## src/rtl/wb_unit_if.sv

```systemverilog
// Write-back stage bus: execution/load sources, register-file write port,
// backpressure, hazard lookup and status.
interface wb_unit_if #(
  parameter int DATA_WIDTH     = 32,
  parameter int REG_ADDR_WIDTH = 5,
  parameter int FIFO_DEPTH     = 4
);
  logic                          exe_valid;
  logic [DATA_WIDTH-1:0]         exe_result;
  logic [REG_ADDR_WIDTH-1:0]     exe_rd;
  logic                          mem_valid;
  logic [DATA_WIDTH-1:0]         mem_data;
  logic [REG_ADDR_WIDTH-1:0]     mem_rd;
  logic                          rf_we;
  logic [REG_ADDR_WIDTH-1:0]     rf_waddr;
  logic [DATA_WIDTH-1:0]         rf_wdata;
  logic                          wb_stall;
  logic [REG_ADDR_WIDTH-1:0]     chk_rd;
  logic                          chk_hit;
  logic                          overflow_err;
  logic [$clog2(FIFO_DEPTH):0]   fifo_count;

  modport master (
    output exe_valid, exe_result, exe_rd, mem_valid, mem_data, mem_rd, chk_rd,
    input  rf_we, rf_waddr, rf_wdata, wb_stall, chk_hit, overflow_err, fifo_count
  );

  modport slave (
    input  exe_valid, exe_result, exe_rd, mem_valid, mem_data, mem_rd, chk_rd,
    output rf_we, rf_waddr, rf_wdata, wb_stall, chk_hit, overflow_err, fifo_count
  );
endinterface

```

## src/rtl/wb_unit.sv

```systemverilog
// Write-back stage: arbitrates load returns and execution results onto the
// single register-file write port, buffering execution results in order.
module wb_unit #(
  parameter int DATA_WIDTH     = 32,
  parameter int REG_ADDR_WIDTH = 5,
  parameter int FIFO_DEPTH     = 4
) (
  input logic       clk,
  input logic       reset,
  wb_unit_if.slave  bus
);

  localparam int PTR_W = $clog2(FIFO_DEPTH);
  localparam int CNT_W = PTR_W + 1;
  localparam logic [CNT_W-1:0] FULL_CNT  = CNT_W'(FIFO_DEPTH);
  localparam logic [CNT_W-1:0] STALL_CNT = CNT_W'(FIFO_DEPTH - 1);

  logic [DATA_WIDTH-1:0]     q_data [FIFO_DEPTH];
  logic [REG_ADDR_WIDTH-1:0] q_rd   [FIFO_DEPTH];
  logic [PTR_W-1:0]          rd_ptr, wr_ptr;
  logic [CNT_W-1:0]          count, count_nxt;

  logic                      mem_ok, exe_ok, empty;
  logic                      pop, bypass, push_req, push_ok, drop;
  logic                      wr_en;
  logic [REG_ADDR_WIDTH-1:0] wr_addr;
  logic [DATA_WIDTH-1:0]     wr_data;
  logic                      hit;

  logic                      rf_we_q, wb_stall_q, overflow_q;
  logic [REG_ADDR_WIDTH-1:0] rf_waddr_q;
  logic [DATA_WIDTH-1:0]     rf_wdata_q;

  // Writes to x0 neither take the port nor enter the buffer.
  always_comb begin
    mem_ok    = bus.mem_valid && (bus.mem_rd != '0);
    exe_ok    = bus.exe_valid && (bus.exe_rd != '0);
    empty     = (count == '0);
    pop       = !mem_ok && !empty;
    bypass    = !mem_ok && empty && exe_ok;
    push_req  = exe_ok && (mem_ok || !empty);
    push_ok   = push_req && ((count != FULL_CNT) || pop);
    drop      = push_req && !push_ok;
    count_nxt = count + CNT_W'(push_ok) - CNT_W'(pop);

    wr_en   = 1'b0;
    wr_addr = '0;
    wr_data = '0;
    if (mem_ok) begin
      wr_en   = 1'b1;
      wr_addr = bus.mem_rd;
      wr_data = bus.mem_data;
    end else if (pop) begin
      wr_en   = 1'b1;
      wr_addr = q_rd[rd_ptr];
      wr_data = q_data[rd_ptr];
    end else if (bypass) begin
      wr_en   = 1'b1;
      wr_addr = bus.exe_rd;
      wr_data = bus.exe_result;
    end
  end

  // Only the `count` entries starting at the head are live.
  always_comb begin
    hit = 1'b0;
    for (int unsigned k = 0; k < FIFO_DEPTH; k++) begin
      if ((CNT_W'(k) < count) && (q_rd[rd_ptr + PTR_W'(k)] == bus.chk_rd) &&
          (bus.chk_rd != '0))
        hit = 1'b1;
    end
  end

  always_ff @(posedge clk) begin
    if (push_ok) begin
      q_data[wr_ptr] <= bus.exe_result;
      q_rd[wr_ptr]   <= bus.exe_rd;
    end
  end

  always_ff @(posedge clk) begin
    if (reset) begin
      rd_ptr     <= '0;
      wr_ptr     <= '0;
      count      <= '0;
      rf_we_q    <= 1'b0;
      rf_waddr_q <= '0;
      rf_wdata_q <= '0;
      wb_stall_q <= 1'b0;
      overflow_q <= 1'b0;
    end else begin
      if (push_ok) wr_ptr <= wr_ptr + 1'b1;
      if (pop)     rd_ptr <= rd_ptr + 1'b1;
      count      <= count_nxt;
      wb_stall_q <= (count_nxt >= STALL_CNT);
      if (drop) overflow_q <= 1'b1;
      rf_we_q <= wr_en;
      if (wr_en) begin
        rf_waddr_q <= wr_addr;
        rf_wdata_q <= wr_data;
      end
    end
  end

  assign bus.rf_we        = rf_we_q;
  assign bus.rf_waddr     = rf_waddr_q;
  assign bus.rf_wdata     = rf_wdata_q;
  assign bus.wb_stall     = wb_stall_q;
  assign bus.overflow_err = overflow_q;
  assign bus.fifo_count   = count;
  assign bus.chk_hit      = hit;

endmodule

```

## src/flat_wrapper.sv

```systemverilog
// flat-port wrapper written by rule: the top's interface ports become plain ports
module wb_unit_flat 
#(
  parameter int DATA_WIDTH     = 32,
  parameter int REG_ADDR_WIDTH = 5,
  parameter int FIFO_DEPTH     = 4
)
  (clk, reset, bus_exe_valid, bus_exe_result, bus_exe_rd, bus_mem_valid, bus_mem_data, bus_mem_rd, bus_chk_rd, bus_rf_we, bus_rf_waddr, bus_rf_wdata, bus_wb_stall, bus_chk_hit, bus_overflow_err, bus_fifo_count);
  wb_unit_if #(.DATA_WIDTH(DATA_WIDTH), .REG_ADDR_WIDTH(REG_ADDR_WIDTH), .FIFO_DEPTH(FIFO_DEPTH)) bus_i ();
  input logic clk;
  input logic reset;
  input wire logic [$bits(bus_i.exe_valid)-1:0] bus_exe_valid;
  input wire logic [$bits(bus_i.exe_result)-1:0] bus_exe_result;
  input wire logic [$bits(bus_i.exe_rd)-1:0] bus_exe_rd;
  input wire logic [$bits(bus_i.mem_valid)-1:0] bus_mem_valid;
  input wire logic [$bits(bus_i.mem_data)-1:0] bus_mem_data;
  input wire logic [$bits(bus_i.mem_rd)-1:0] bus_mem_rd;
  input wire logic [$bits(bus_i.chk_rd)-1:0] bus_chk_rd;
  output wire logic [$bits(bus_i.rf_we)-1:0] bus_rf_we;
  output wire logic [$bits(bus_i.rf_waddr)-1:0] bus_rf_waddr;
  output wire logic [$bits(bus_i.rf_wdata)-1:0] bus_rf_wdata;
  output wire logic [$bits(bus_i.wb_stall)-1:0] bus_wb_stall;
  output wire logic [$bits(bus_i.chk_hit)-1:0] bus_chk_hit;
  output wire logic [$bits(bus_i.overflow_err)-1:0] bus_overflow_err;
  output wire logic [$bits(bus_i.fifo_count)-1:0] bus_fifo_count;
  assign bus_i.exe_valid = bus_exe_valid;
  assign bus_i.exe_result = bus_exe_result;
  assign bus_i.exe_rd = bus_exe_rd;
  assign bus_i.mem_valid = bus_mem_valid;
  assign bus_i.mem_data = bus_mem_data;
  assign bus_i.mem_rd = bus_mem_rd;
  assign bus_i.chk_rd = bus_chk_rd;
  assign bus_rf_we = bus_i.rf_we;
  assign bus_rf_waddr = bus_i.rf_waddr;
  assign bus_rf_wdata = bus_i.rf_wdata;
  assign bus_wb_stall = bus_i.wb_stall;
  assign bus_chk_hit = bus_i.chk_hit;
  assign bus_overflow_err = bus_i.overflow_err;
  assign bus_fifo_count = bus_i.fifo_count;
  wb_unit #(.DATA_WIDTH(DATA_WIDTH), .REG_ADDR_WIDTH(REG_ADDR_WIDTH), .FIFO_DEPTH(FIFO_DEPTH)) u_core (.clk(clk), .reset(reset), .bus(bus_i));
endmodule
```

## config.mk

```make
export PLATFORM = sky130hd
export DESIGN_NAME = wb_unit_flat
export DESIGN_NICKNAME = d
export VERILOG_FILES = /design/src/rtl/wb_unit_if.sv /design/src/rtl/wb_unit.sv /design/src/flat_wrapper.sv
export SDC_FILE = /design/constraint.sdc
export NUM_CORES = 1
export LEC_CHECK = 0
export ABC_CLOCK_PERIOD_IN_PS = 5300
export CAP_MARGIN = 25
export CORE_MARGIN = 3
export CORE_UTILIZATION = 58
export CTS_CLUSTER_DIAMETER = 80
export CTS_CLUSTER_SIZE = 24
export DETAILED_ROUTE_END_ITERATION = 12
export GPL_ROUTABILITY_DRIVEN = 0
export GPL_TIMING_DRIVEN = 0
export PLACE_DENSITY = 0.89
export SETUP_SLACK_MARGIN = 0.05
export SLEW_MARGIN = 20
export SYNTH_ARGS = -nofsm -noshare
export SYNTH_HDL_FRONTEND = slang
export SYNTH_SLANG_ARGS = --single-unit
```

## constraint.sdc

```tcl
create_clock -name clk -period 5.3 [get_ports clk]
set_input_delay 1.325 -clock clk [delete_from_list [all_inputs] [get_ports clk]]
set_output_delay 1.325 -clock clk [all_outputs]
set_load 0.01 [all_outputs]
```

---- Word-level counts from Yosys, hierarchy flattened ----
Memory sizes are Yosys's and may differ from the RTL's. A register that Yosys moved wholly into a read port is not among the register bits.
Index checks and enable logic that the tools add are counted.
cells by class
  add/subtract/negate cells ............... 6
  magnitude comparators ................... 5
  equal/unequal tests ..................... 5
  mux-type cells .......................... 19
  reductions and logical operators ........ 25
operators by type and width
  kind                   count
  $mux W32               3
  $eq A5 B5 Y1           4
  $logic_and A1 B1 Y1    16
  $mux W5                3
  $reduce_bool A5 Y1     3
  $mux W1                9
  $mux W2                4
  $lt A1 B3 Y1 const A   2
  $lt A2 B3 Y1 const A   2
  $add A2 B1 Y2 const B  2
  $add A2 B2 Y2 const B  2
  $add A3 B1 Y3          1
  $ge A3 B2 Y1 const B   1
  $logic_not A1 Y1       3
  $logic_not A3 Y1       1
  $ne A3 B3 Y1 const B   1
  $sub A3 B1 Y3          1
  $logic_or A1 B1 Y1     2
word-level totals
  register bits after elaboration ......... 47
  bits in writable memories ............... 148
  output and inout port bits .............. 44
  memories ................................ 2
memory list
  name           words  bits a word  read ports  clocked after Yosys merged registers in  write ports  line           source
  u_core.q_data  4      32           1           1                                        1            wb_unit.sv:18  logic [DATA_WIDTH-1:0] q_data [FIFO_DEPTH];
  u_core.q_rd    4      5            4           1                                        1            wb_unit.sv:19  logic [REG_ADDR_WIDTH-1:0] q_rd [FIFO_DEPTH];

---- Depth between registers and ports, before layout ----
Gate-level depths: netlist (run 1).
  word-level depth ........................ 9
  mapped depth ............................ 10
  mapped depth without buffers ............ 9

---- Worst setup path after synthesis (run 1) ----
Ideal clock, no wire load.
  path type ............................... input-to-reg
  from .................................... input bus_mem_rd[2]
  to ...................................... memory u_core.q_data[0][0], enable pin
  data arrival time ....................... 3.269 ns
  data required time ...................... 4.902 ns
  path slack .............................. 1.633 ns
  cell stages on the path ................. 5
  cells stage by stage .................... or4_4 -> o211ai_1 -> o211ai_2 -> inv_1 -> and2_1
on the way
  cells in the longest elaborated chain, start to end .. 8
  elaborated cells on any way between the ends .. 10
RTL lines
  what                             line                source
  from (decl)                      flat_wrapper.sv:17  input wire logic [$bits(bus_i.mem_rd)-1:0] bus_mem_rd;
  $reduce_bool A5 Y1 *             wb_unit.sv:36       mem_ok = bus.mem_valid && (bus.mem_rd != '0);
  $logic_and A1 B1 Y1 *            wb_unit.sv:36
  $logic_not A1 Y1                 wb_unit.sv:39       pop = !mem_ok && !empty;
  $logic_and A1 B1 Y1              wb_unit.sv:39
  $logic_or A1 B1 Y1               wb_unit.sv:42       push_ok = push_req && ((count != FULL_CNT) || pop);
  $logic_and A1 B1 Y1 *            wb_unit.sv:42
  net u_core.push_ok               wb_unit.sv:24       logic pop, bypass, push_req, push_ok, drop;
  $mux W1 *                        wb_unit.sv:75       if (push_ok) begin
  $mux W1 (implied by the code) *  wb_unit.sv:76       q_data[wr_ptr] <= bus.exe_result;
  to (decl)                        wb_unit.sv:18
Mark *: on every way through the listed nets, which the timed path passes. The rest lies on a longest branch.

==> metrics.md, run 1 <==
| Metric | Value |
|---|---|
| Avg Synthesized Cell Area | roughly 14 um^2 |
| Gr usage total | 0.276 |
| Maximum fanout count along the critical path | 10 |
| Diode insertion count for antenna repair | 0 |
| Clock slew seen by the registers of the worst setup and hold paths | approximately 70 ps |
| Maximum number of pins on one net before global-route repair | 25 |
| Clock latency of the later-clocked register in the worst-skew pair | roughly 430 ps |
| Yosys warns | 0 |
| Number of clock buffers inserted by TritonCTS | 17 |
| Worst setup timing slack at the placement stage | between 800 and 900 ps |
| Share of synthesized flip-flops with an asynchronous set or reset | 0 |
| Min-Delay Path Class | reg2reg |
| RSZ-0062 raised after global routing | no |
| Worst setup EP type | primary output |
| Width of the chip | ~130 um |
| Number of enable flip-flop cells after synthesis | 148 |
| Launch instance of the worst register-to-register path | u_core.bus.fifo_count[0] |
| Cell class contributing the biggest share of worst-path delay | buffers and inverters |
| Largest incremental delay on the critical path | 540 ps |
| Global route total overflow | 0 |
| Final setup margin | 943 ps |
| Maximum capacitance violations | 0 |
| Most frequently used cell type in the post-synthesis netlist | sky130_fd_sc_hd__edfxtp_1 |
| Number of global-route vias before repair | between 6000 and 7000 |
| Global-route wire length before repair | about 34000 um |
| Number of H-tree levels | 4 |
| Number of sinks on the clock net | ~200 |
| Initial DRC count | 651 |
| Fraction of the core area covered by cells at the end of the flow | 0.750 |
| Top cell type by total area after synthesis | sky130_fd_sc_hd__edfxtp_1 |
| Number of instances in the placed design | 900 |
| Worst EP required | ~4000 ps |
| Remaining number of nets flagged by the antenna check after routing | 0 |
| Nets in the synthesized netlist | approximately 690 |
| Num ports | approximately 130 |
| Worst voltage drop across the vdd grid | about 0.34 mV |
| CP bufs+invs | 2 |
| Iteration count of the initial detailed-routing pass | 7 |
| Vias post-DR | about 6000 |
| Slew at the pin closest to its max-slew limit | about 800 ps |
| Post-route non-filler standard cell count | between 900 and 1000 |
| Post-route fraction of the period consumed by the critical path | 0.822 |
| Initial Utilization | 0.603 |
| Fill cell instance count of the final layout | 830 |
| Post-synthesis instance area | ~8500 um^2 |
| Most used DFF post-synth | sky130_fd_sc_hd__edfxtp_1 |
| Cell variety after synth | 42 |
| Setup CP Type | reg2out |
| Number of buffers on the longest clock path | 2 |
| Leakage power | approximately 0.0035 uW |
| Number of flip-flops and latches in the synthesized netlist | 197 |
| Wire length per cell | 23.4 um |
| Net count of the finished layout | 830 |
| Max-slew violation count | 0 |
| CP Launch Type | flop |
| TritonCTS clock tree | done |
| CP arrival | about 3000 ps |
| Remaining max-slew budget at the tightest pin | 0.469 |
| Synthesized netlist cell count | ~600 |
| Final hold violation count | 0 |
| CTS resizes | 0 |
| Leading cell types by total area after synthesis | sky130_fd_sc_hd__edfxtp_1, sky130_fd_sc_hd__mux4_2, sky130_fd_sc_hd__dfxtp_1 |
| Minimum hold slack | 488 ps |
| Number of setup violations in the final report | 0 |
| Detailed Route WL | roughly 22000 um |
| Final HPWL from detailed placement | around 14000 um |
| Core Rows | 43 |
| Area enclosed by the die boundary | 16100 um^2 |
| Area share of the leading cell type in the synthesized netlist | 0.523 |
| Mean number of vias per cell | between 6 and 7 |
| Antenna violations before repair | 0 |
| Shortest clock period the worst path allows after layout | 4360 ps |
| Maximum clock frequency | roughly 230 MHz |
| DRC viols | 0 |
| Outcome | finished, final reports clean |
| Worst setup skew after layout | 7.84 ps |
| Floorplan Core Area | roughly 14000 um^2 |
| Top post-synthesis cells by count | sky130_fd_sc_hd__edfxtp_1, sky130_fd_sc_hd__nand2_1, sky130_fd_sc_hd__mux4_2 |
| CTS root buffer | sky130_fd_sc_hd__clkbuf_16 |
| Slowest-stage cell, CP | sky130_fd_sc_hd__clkbuf_1 |
| Sequential cell area fraction in the yosys report | 0.639 |
| Worst-path cell chain | clkbuf_1 -> mux4_2 -> xor2_1 -> nor4_1 -> o2bb2ai_1 -> o22a_1 -> clkdlybuf4s50_1 |
| Count of hold buffers inserted by post-cts repair | 0 |
| Quantity of I/O buffers inserted on ports | 120 |
| Hold wc startpoint | u_core.bus.overflow_err |
| Setup TNS after final layout | 0 ps |
| Die Ht | 127 um |
| Layout area overhead | 24.5% |
| Pwr dens | 459 nW/um^2 |
| Fraction of layout instances using a drive strength above 1 | 0.136 |
| Number of post-CTS setup repair buffers | 0 |
[registers in the layout (all words and copies together), names as in the netlist, named ones only]
signal	cells
u_core.bus.overflow_err	1
u_core.bus.rf_waddr	5
u_core.bus.fifo_count	3
u_core.rd_ptr	2
u_core.wr_ptr	2
u_core.q_rd	20
u_core.bus.rf_wdata	32
u_core.q_data	128
u_core.bus.rf_we	1
u_core.bus.wb_stall	1
[cell usage in the layout (no fill, tap or decap), types with 8 or more instances in the layout]
cell type | synthesis | routed
sky130_fd_sc_hd__clkbuf_16 | 0 | 17
sky130_fd_sc_hd__a22oi_1 | 32 | 32
sky130_fd_sc_hd__nor2_1 | 12 | 12
sky130_fd_sc_hd__mux4_2 | 52 | 52
sky130_fd_sc_hd__a21oi_1 | 41 | 41
sky130_fd_sc_hd__edfxtp_1 | 148 | 148
sky130_fd_sc_hd__clkbuf_1 | 31 | 38
sky130_fd_sc_hd__xor2_1 | 8 | 8
sky130_fd_sc_hd__clkdlybuf4s50_1 | 0 | 120
sky130_fd_sc_hd__nand2_1 | 103 | 103
sky130_fd_sc_hd__o21ai_0 | 34 | 34
sky130_fd_sc_hd__buf_2 | 8 | 8
sky130_fd_sc_hd__dfxtp_1 | 49 | 49
sky130_fd_sc_hd__xnor2_1 | 15 | 15
[cell type report]
cell class                 count  area, um^2  area share
sequential                   197        5430       0.513
timing repair buffer         124        1300       0.123
buffer                        46         210      0.0199
clock buffer                  28         507      0.0479
multi-input combinational    347        2840       0.269
tap                          180         225      0.0213
inverter                       6        22.5     0.00213
clock inverter                 4        47.5     0.00450
[report_power, final]
part           switching [uW]  internal (uW)  total (uW)  leakage, uW
clock                     532            698        1230     0.000269
combinational             890            729        1620      0.00148
sequential                105           1900        2000      0.00175
[final timing paths]
path / endpoint / slack (ps) / cells past startpoint
worst max-delay path: bus_chk_hit / 940 / 7
worst min-delay path: u_core.bus.overflow_err / 490 / 2
worst max register to register: u_core.bus.wb_stall / 2580 / 10
worst min register to register: u_core.bus.overflow_err / 490 / 2
[routing by layer]
| metal | GRT usage | vias to the layer above | share of wire |
|---|---|---|---|
| met5 | 0 | - | 0 |
| met4 | 0.118 | 0 | 0.037 |
| met3 | 0.0602 | 69 | 0.082 |
| met2 | 0.459 | 391 | 0.51 |
| met1 | 0.355 | 2974 | 0.38 |
| li1 | - | 2554 | - |
[worst reg2reg max path: cells and delay by family, from the launching register on]
family / cells / cell delay [ps]
AOI/OAI and AO/OA: 2 / 270
xor gates and xnor gates: 1 / 190
adders and majority gates: 2 / 610
buffers and inverters: 2 / 510
DFF: 1 / 350
and+or+nand+nor: 3 / 680
[kinds of logic after synthesis]
kind of cell,share of synthesized area
AOI/OAI and AO/OA,0.0884
xor gates and xnor gates,0.0237
adders and majority gates,0.0127
buffers and inverters,0.0274
DFF,0.639
muxes,0.139
and+or+nand+nor,0.0702
[through the flow]
stage,area [um^2],total power (uW)
2_1_floorplan,8500,3010
3_3_place_gp,9920,3520
3_5_place_dp,10000,3610
4_1_cts,10600,4840
5_1_grt,10600,5050
6_report,10600,4850
Power figures use the tool's default switching activity.
==> inputs of run 2 (changes only) <==
ABC_CLOCK_PERIOD_IN_PS = 4170   (was 5300)
CORE_UTILIZATION = 54   (was 58)
PLACE_DENSITY = 0.84   (was 0.89)
clock period = 4.17 ns   (was 5.3 ns; I/O delays follow)
==> run 2 against run 1 <==
Against the previous run:
- sequential cell count did not move
- clock power up 28%
- count of clock-buffer cells in the layout fell by 9
- register-to-register slack worse by 1100 ps
- sequential share of layout area decreased by 0.34 points
- global-route usage shrank 3.0 points
- worst hold slack gained 39 ps
- first-iteration DRC count up 8.9%
- critical path depth did not move
- core utilization decreased by 5.5 points
- total power is 27% higher
- via count fell by 2.9%
==> metrics.md, run 2 (synthesis gave the netlist of run 1 again) <==
| Metric | Value |
|---|---|
| Outcome | finished, final reports clean |
| Worst setup skew after layout | 11.8 ps (+3.98 ps) |
| Register name with the most flops | u_core.q_data |
| Instance count along the most critical hold path | 2 (unchanged) |
| Final setup margin | 195 ps (-748 ps) |
| Count of hold buffers inserted by post-cts repair | 0 (unchanged) |
| Slowest-stage cell, CP | sky130_fd_sc_hd__mux4_2 |
| Leakage power | 0.00351 uW (+0.29%) |
| Quantity of I/O buffers inserted on ports | 120 (unchanged) |
| Number of H-tree levels | 4 (unchanged) |
| Commonest non-fill, non-tap cell in the layout | sky130_fd_sc_hd__edfxtp_1 |
| Maximum capacitance violations | 0 (unchanged) |
| Antenna violations before repair | 0 (unchanged) |
| Fraction of the core area covered by cells at the end of the flow | 0.695 (-0.0551) |
| Floorplan Core Area | 15300 um^2 (+8.6%) |
| Slew at the pin closest to its max-slew limit | 691 ps (-105 ps) |
| Setup CP Type | reg2out |
| Minimum hold slack | 527 ps (+39.4 ps) |
| TritonCTS clock tree | done |
| Detailed Route WL | 20700 um (-5.2%) |
| Total net switching power | 1920 uW (+26%) |
| Sequential power share | 0.413 (about the same) |
| Number of clock buffers inserted by TritonCTS | 17 (unchanged) |
| Commonest non-fill, non-tap cells in the layout | sky130_fd_sc_hd__edfxtp_1, sky130_fd_sc_hd__clkdlybuf4s50_1, sky130_fd_sc_hd__nand2_1 |
| Diode insertion count for antenna repair | 0 (unchanged) |
| Reg2Reg Setup Slack | 1440 ps (-1140 ps) |
| Worst voltage drop across the vdd grid | 0.434 mV (+27%) |
| Mean number of vias per cell | 6.05 (-5.9%) |
| Clock slew seen by the registers of the worst setup and hold paths | 60 ps (about the same) |
| Global-route wire length before repair | 32500 um (-3.3%) |
| Layout area overhead | 25.3% |
| Maximum clock frequency | 252 MHz |
| CTS root buffer | sky130_fd_sc_hd__clkbuf_16 |
| Clock share of power | 0.256 (+0.002) |
| CP Launch Type | flop |
| Number of post-CTS setup repair buffers | 0 (unchanged) |
| Most used routing layer in global routing | met2 |
| Reg-to-reg critical path endpoint | u_core.bus.wb_stall |
| Number of sinks on the clock net | 197 (unchanged) |
| Fill cell instance count of the final layout | 976 (+18%) |
| Net count of the finished layout | 829 (-0.12%) |
| Initial Utilization | 0.555 (-0.0480) |
| Shortest clock period the worst path allows after layout | 3980 ps |
| Maximum number of pins on one net before global-route repair | 22 (-12%) |
| Gr usage total | 0.246 (-0.0300) |
| CP arrival | 2930 ps (-100 ps) |
| Iteration count of the initial detailed-routing pass | 5 (-2) |
| Worst setup EP type | primary output |
| Vias post-DR | 5817 (-2.9%) |
| RSZ-0062 raised after global routing | no |
| Pwr dens | 577 nW/um^2 (+26%) |
| Maximum fanout count along the critical path | 10 (unchanged) |
| Setup TNS after final layout | 0 ps (unchanged) |
| Worst setup timing slack at the placement stage | -34.8 ps (-889 ps) |
| Initial DRC count | 709 (+8.9%) |
| Wire length per cell | 21.5 um (-8.2%) |
| Max-slew violation count | 0 (unchanged) |
| Clock latency of the later-clocked register in the worst-skew pair | 440 ps (about the same) |
| Cell-internal power | 4230 uW (+27%) |
| Width of the chip | 131 um (+3.5%) |
| Endpoint of the most critical setup path | bus_chk_hit |
| Number of buffers on the longest clock path | 2 (unchanged) |
| Switching power as a share of total power | 0.312 (-0.00268) |
| Met1 global-route usage | 0.315 (-0.0403) |
| Num ports | 127 (unchanged) |
| Launch instance of the worst register-to-register path | u_core.bus.fifo_count[1] |
| Total Power | 6150 uW (+27%) |
| Number of flip-flops under the largest register name | 128 (unchanged) |
| Largest incremental delay on the critical path | 610 ps (+70 ps) |
| Number of setup violations in the final report | 0 (unchanged) |
| Global route total overflow | 0 (unchanged) |
| Die Ht | 131 um (+3.5%) |
| Area enclosed by the die boundary | 17300 um^2 (+7.1%) |
| Final hold violation count | 0 (unchanged) |
| Fraction of layout instances using a drive strength above 1 | 0.141 (+0.00551) |
| Min-Delay Path Class | reg2reg |
| Met2 Usage GRT | 0.401 (-0.0584) |
| DRC viols | 0 (unchanged) |
| Final HPWL from detailed placement | 13700 um (-4.6%) |
| Core Rows | 45 (+4.7%) |
| Worst-case reg-to-reg path depth | 10 (unchanged) |
| Worst-path cell chain | buf_2 -> mux4_2 -> xor2_1 -> nor4_1 -> o2bb2ai_1 -> o22a_1 -> clkdlybuf4s50_1 |
| Combinational share of power | 0.331 (-0.003) |
| Post-route fraction of the period consumed by the critical path | 0.953 |
| Remaining max-slew budget at the tightest pin | 0.539 (+0.0702) |
| Global-route track usage on met3 | 0.0586 (-0.00162) |
| Number of global-route vias before repair | 6009 (-0.79%) |
| Remaining number of nets flagged by the antenna check after routing | 0 (unchanged) |
| Worst EP required | 3130 ps (-840 ps) |
-- run 2: cell types whose count changed in the layout (fill, tap and decap cells not counted), moves of 2 or more --
cell and change:
sky130_fd_sc_hd__buf_12 -2, sky130_fd_sc_hd__buf_16 +2, sky130_fd_sc_hd__buf_2 -3, sky130_fd_sc_hd__clkbuf_1 -6
sky130_fd_sc_hd__clkbuf_4 +3, sky130_fd_sc_hd__clkbuf_8 -4, sky130_fd_sc_hd__clkinv_2 +2, sky130_fd_sc_hd__clkinv_4 +3
-- run 2: area by class of cell --
type                            instances  area, um^2  share of cell area
Buffer                                 45         214              0.0201
Sequential cell                       197        5430               0.510
Tap cell                              211         264              0.0248
Inverter                                6        22.5             0.00212
Clock buffer                           19         433              0.0407
Multi-Input combinational cell        347        2840               0.267
Clock inverter                         13         134              0.0126
Timing Repair Buffer                  124        1310               0.123
-- run 2: per-stage QoR --
stage	cell area [um^2]	std cells
detailed placement	10100	931
global placement	9960	927
global route	10600	962
finish	10600	962
CTS	10600	963
floorplan	8500	596
-- run 2: worst min path at each step --
stage	from	to	slack (ps)
2_1_floorplan	u_core.bus.overflow_err	u_core.bus.overflow_err	500
3_3_place_gp	u_core.bus.overflow_err	u_core.bus.overflow_err	500
3_5_place_dp	u_core.bus.rf_waddr[0]	u_core.bus.rf_waddr[0]	510
4_1_cts	u_core.bus.rf_waddr[0]	u_core.bus.rf_waddr[0]	520
5_1_grt	u_core.bus.rf_waddr[4]	u_core.bus.rf_waddr[4]	550
6_report	u_core.bus.rf_waddr[2]	u_core.bus.rf_waddr[2]	530
-- run 2: power groups by stage --
stage / clock [uW] / combinational [uW] / sequential, uW
5_1_grt: 1670 / 2200 / 2560
3_3_place_gp: 0 / 1920 / 2550
3_5_place_dp: 0 / 2020 / 2570
6_report: 1570 / 2040 / 2540
4_1_cts: 1590 / 2050 / 2530
2_1_floorplan: 0 / 1240 / 2590
-- run 2: routing by layer --
| layer | up-vias | wire [um] | part of all wire |
|---|---|---|---|
| li1 | 2567 | - | - |
| met1 | 2888 | 7930 | 0.38 |
| met2 | 318 | 10600 | 0.51 |
| met3 | 44 | 1650 | 0.080 |
| met4 | 0 | 489 | 0.024 |
| met5 | - | 0 | 0 |
-- run 2: worst max-delay path, delay by kind of cell (launching register included) --
kind / cells / cell delay [ps]
buffers and inverters: 2 / 840
multiplexers: 1 / 610
AO/OA/AOI/OAI: 2 / 300
XOR/XNOR: 1 / 180
AND/OR/NAND/NOR: 1 / 280
flip-flops: 1 / 300
-- run 2: what timing repair did --
item,in CTS,in global routing
endpoints found under the setup margin,0,1
endpoints found under the hold margin,0,0
resized for setup,0,3
